### src/rtl/prio_sel_checker_sat_counter.sv
// Saturating up-counter with synchronous clear; never wraps past all-ones.
module sat_counter #(
  parameter int unsigned W = 16
) (
  input  logic         clk,
  input  logic         rst,
  input  logic         clr,
  input  logic         inc,
  output logic [W-1:0] cnt
);

  logic [W-1:0] cnt_q;
  logic [W-1:0] cnt_d;

  always_comb begin
    cnt_d = cnt_q;
    if (clr) begin
      cnt_d = '0;
    end else if (inc && (cnt_q != '1)) begin
      cnt_d = cnt_q + W'(1);
    end
  end

  always_ff @(posedge clk or posedge rst) begin
    if (rst) begin
      cnt_q <= '0;
    end else begin
      cnt_q <= cnt_d;
    end
  end

  assign cnt = cnt_q;

endmodule

### config.mk
export PLATFORM = sky130hd
export DESIGN_NAME = sat_counter
export DESIGN_NICKNAME = d
export VERILOG_FILES = /design/src/rtl/prio_sel_checker_sat_counter.sv
export SDC_FILE = /design/constraint.sdc
export NUM_CORES = 1
export LEC_CHECK = 0
export CAP_MARGIN = 30
export CORE_UTILIZATION = 45
export DETAILED_ROUTE_END_ITERATION = 12
export GPL_TIMING_DRIVEN = 0
export HOLD_SLACK_MARGIN = 0.06
export PLACE_DENSITY_LB_ADDON = 0.25
export RECOVER_POWER = 25
export SYNTH_ARGS = -nofsm -noshare
export SYNTH_HDL_FRONTEND = slang
export SYNTH_SLANG_ARGS = --single-unit
### constraint.sdc
create_clock -name clk -period 2.1 [get_ports clk]
set_input_delay 0.63 -clock clk [delete_from_list [all_inputs] [get_ports clk]]
set_output_delay 0.63 -clock clk [all_outputs]
set_load 0.02 [all_outputs]
## Yosys cells after proc, flatten, opt, wreduce, memory -nomap -nowiden

Index checks and enable logic that the tools add are counted.

| operators by class | value |
|---|---|
| muxes and demuxes | 2 |
| order comparisons | 0 |
| div/mod/pow operators | 0 |
| multiply operators | 0 |
| bitwise operators | 0 |
| eq/ne operators | 1 |
| reduce and logical (&&, ||, !) cells | 2 |
| shift operators | 0 |
| $add $sub $neg | 1 |

Operator list:

| operator | count |
|---|---|
| 16-bit 2-to-1 mux | 2 |
| 16-bit by 1-bit adder with 16-bit output, second input constant | 1 |
| 16-bit != test, second input constant | 1 |
| 2-bit nonzero test | 1 |
| 1-bit logical AND | 1 |

| storage, ports and cells | value |
|---|---|
| memory bits (writable) | 0 |
| memories | 0 |
| register bits after elaboration | 16 |
| bits in read-only memories | 0 |
| latch bits | 0 |
| logic and storage cells | 7 |
| bits of input ports | 4 |

## Longest topological paths before layout

| depth | value |
|---|---|
| depth in word-level cells | 4 |
| mapped depth | 6 |

## Worst setup path before layout

OpenSTA, ideal clock, no wires.

| timing | value |
|---|---|
| kind | input -> register |
| from | input port inc |
| to | register cnt_q[13], in the netlist cnt[13] |
| data required time | 2.022 ns |
| path slack | 0.102 ns |
| setup time | 0.078 ns |
| stages on the path | 5 |
| data arrival time | 1.921 ns |
| cell sequence | clkbuf_2 -> nand3_1 -> or4_4 -> or4_1 -> a21oi_1 |

| on the way | value |
|---|---|
| word-level cells in the longest chain between the ends | 2 |

RTL lines:

| item | RTL line | RTL |
|---|---|---|
| start: declaration | 8 | `input logic inc,` |
| 1-bit logical AND | 19 | `end else if (inc && (cnt_q != '1)) begin` |
| 2-bit nonzero test (no source line) | n/a |  |
| end signal: assignment | 28 | `cnt_q <= cnt_d;` |
| end: declaration | 12 | `logic [W-1:0] cnt_q;` |

Every way passes these cells.
A chain may end at the register's enable or synchronous reset.

## Worst setup path in the final report

| timing | value |
|---|---|
| from | register cnt_q[8], in the netlist cnt[8] |
| to | output port cnt[8] |

RTL lines:

| item | RTL line | RTL |
|---|---|---|
| end: declaration | 9 | `output logic [W-1:0] cnt` |

No word-level cell between the ends.

==> impl_metrics.csv <==
group,metric,value,unit
power_and_ir_drop,ir_worst_vdd,0.370,mV
floorplan,core_area,0.00196,mm²
finish,final_nets,128,
synthesis,synth_top_family_by_area,"simple AND/OR/NAND/NOR gates",
power_and_ir_drop,p_sw_share,23.7,%
setup_path,path_buf_inv,1,
synthesis,syn_area_per_cell,9.23,µm²
synthesis,synth-simple-area-share,32.6,%
clock_tree,cts_htree_levels,1,
placement,place_congestion,0.771,
synthesis,ys.warnings.count,0,
clock_tree,cts.sinks,16,
synthesis,syn_area,932,µm²
status,failed_checks,"DRC",
setup_path,cpPeakStageDelay,0.64,ns
power_and_ir_drop,cellPowerDensity,480,mW/mm²
setup_path,cp_slowest_cell,"clkdlybuf4s50_1",
clock_tree,insertion_delay,0.29,ns
global_routing,track_usage,20.9,%
timing,fmax,492,MHz
floorplan,initial_utilization,47.5,%
worst_hold_path,worstHoldEndpoint,"cnt[7]",
worst_hold_path,whs_path_depth,2,
global_routing,grt_pass1_wl,3.18,mm
placement,hpwl,1.48,mm
synthesis,synthMuxAreaShare,3.49,%
timing,min_period_over_period,96.8,%
timing,slew_viol_final,0,
finish,fillerInstances,196,
placement,port_buffers,17,
timing,fin_crit,2.03,ns
power_and_ir_drop,switchingPower,0.000135,W
worst_hold_path,hold_path.class,"input port to flop",
global_routing,grt_overflow_total,0,
timing,worst_pin_slew,0.640,ns
timing,hold_violations,0,
floorplan,die_x,47.5,µm
clock_tree,cts-root-buf,"clkbuf_4",
global_routing,grt_antenna_before_repair,0,
route,vias,878,
timing,grt_setup_unrepaired,"false",
finish,drive_gt1_share,10.7,%
global_routing,grt_pass1_vias,736,
timing,fin_skew,0.00356,ns
setup_path,cp_top_family,"buffers and inverters",
synthesis,post_synth_num_cell_types,29,
setup_path,critical_path_arrival,1.40,ns
synthesis,synth_area_leaders,"dfrtp_1 43%, a21oi_1 6.4%, or4_1 4.8%",
floorplan,dieArea,0.00226,mm²
finish,layout_common_cells,"16 x dfrtp_1, 13 x clkdlybuf4s50_1, 12 x a21oi_1",
placement,pre_cts_slack,-0.0781,ns
worst_hold_path,hold_start,"clr",
synthesis,synth_seq_cells,16,
synthesis,synth_top_area_share,43.0,%
finish,layout_commonest_cell,"dfrtp_1",
floorplan,core.rowCount,16,
status,status,"finished, violations left",
setup_path,rr_endpoint,"cnt[12]",
power_and_ir_drop,clkPwrFrac,36.5,%
route,wire_per_inst,14.3,µm
clock_tree,cts_tree,"built",
timing,fin_setup_tns,0,ns
synthesis,synthCells,101,
route,first_pass_iters,8,
setup_path,r2r_cells,6,
placement,place_inst,145,
setup_path,crit_cells,1,
setup_path,rrSetupSlack,0.15,ns
power_and_ir_drop,seq_power_share,55.7,%
floorplan,pin_count,20,
finish,num_antenna_cells,0,
timing,worst_slack,0.0673,ns
route,wl,2.13,mm
clock_tree,clk_pin_slew,0.10,ns
finish,final_cells,149,
timing,finalSetupViolations,0,
global_routing,grt_max_degree,17,
finish,seqCellArea,400,µm²
route,via_per_inst,5.89,
synthesis,synth_nets,106,
synthesis,synth_fa_ha_area_share,1.34,%
setup_path,required,1.47,ns
setup_path,path_cells,"clkdlybuf4s50_1",
synthesis,ys_seq_area_share,43.0,%
run,max_cap_viol_count,0,
clock_tree,cts_made_buffers,3,
setup_path,r2r_start,"cnt[0]",
clock_tree,holdBufCountCts,0,
finish,area_growth,27.2,%
route,ant_nets,0,
power_and_ir_drop,power.leakage,0.477,nW
route,drt-initial-drc-count,23,
clock_tree,cts_buffer_depth,2,
power_and_ir_drop,p_int,0.000435,W
clock_tree,cts_setup_buffers,0,
synthesis,yosys.area.top_type,"dfrtp_1",
finish,fin_area,0.00119,mm²
setup_path,cp-start-kind,"flop",
route,drc,1,
placement,dpl_cell_area,0.00114,mm²
synthesis,synth_compound_area_share,15.7,%
power_and_ir_drop,finalPower,0.000570,W
setup_path,cp_max_fo,6,
setup_path,crit_type,"flop to primary output",
synthesis,synthXorXnorAreaFrac,0,%
finish,multiInputGateArea,502,µm²
setup_path,end_kind,"primary output",
floorplan,die-height,47.5,µm
timing,slew_headroom,57.3,%
power_and_ir_drop,power_frac_comb,7.9,%
finish,largest_reg_flops,16,
stage by stage:
| step | util, % | hold WS (ns) |
|---|---|---|
| after floorplan | - | 0.544 |
| after global placement | 57.9 | 0.551 |
| after detailed placement | 57.9 | 0.566 |
| after CTS | 59.8 | 0.544 |
| after global routing | 60.5 | 0.553 |
| final | 60.5 | 0.557 |
layout make-up:
type	instances	area share (%)
inverter	3	0.949
timing repair buffer	17	15.0
clock buffer	4	3.06
sequential	16	33.8
buffer	4	2.11
tap	27	2.85
multi-input combinational	78	42.3
power groups by stage:
stage	Sequential (W)	Clock, W	Combinational (W)
after floorplan	0.000327	0	0.0000244
after global placement	0.000323	0	0.0000444
after detailed placement	0.000323	0	0.0000456
after CTS	0.000317	0.000216	0.0000458
after global routing	0.000318	0.000228	0.0000501
final	0.000317	0.000208	0.0000449
synthesized netlist by cell type:
| cell type | count |
|---|---|
| dfrtp_1 | 16 |
| a21oi_1 | 12 |
| nand3_1 | 7 |
| nand2_1 | 6 |
| or3_1 | 6 |
| or4_1 | 6 |
| o21ai_0 | 5 |
| o31ai_1 | 5 |
| nand4_1 | 4 |
| nor3_1 | 4 |
| inv_1 | 3 |
| nor2_1 | 3 |
| nor2b_1 | 3 |
| nor4_1 | 3 |
| mux2_2 | 2 |
| nand2b_1 | 2 |
| o41ai_1 | 2 |
| a31oi_1 | 1 |
| and4_1 | 1 |
| buf_4 | 1 |
| clkbuf_1 | 1 |
| clkbuf_2 | 1 |
| dlygate4sd1_1 | 1 |
| ha_1 | 1 |
| mux2i_1 | 1 |
| nand4_4 | 1 |
| or3_2 | 1 |
| or4_2 | 1 |
| or4_4 | 1 |
cells by family (layout without fill, tap and decap cells):
group,count (synthesis),count (layout)
AND/OR/NAND/NOR,49,49
AO/OA/AOI/OAI,25,25
flip-flops,16,16
buffers and inverters,7,28
multiplexers,3,3
adder cells (fa/ha/maj),1,1
layer usage:
metal | share of wire, % | global-route usage (%)
met5 | 0 | 0
met4 | 0.94 | 5.71
met3 | 6.4 | 8.68
met2 | 45 | 32.6
met1 | 47 | 26.6
worst max path at each step:
stage	startpoint	to
after floorplan	inc	cnt[13]
after CTS	cnt[7]	cnt[7]
final	cnt[8]	cnt[8]
after detailed placement	inc	cnt[13]
after global placement	inc	cnt[13]
after global routing	cnt[0]	cnt[12]
what timing repair did:
item	in CTS	in global routing
endpoints found under the setup margin	0	5
gates resized for setup	0	4
hold endpoints to repair	0	0
Note: power is estimated with default switching activity, not from simulation.
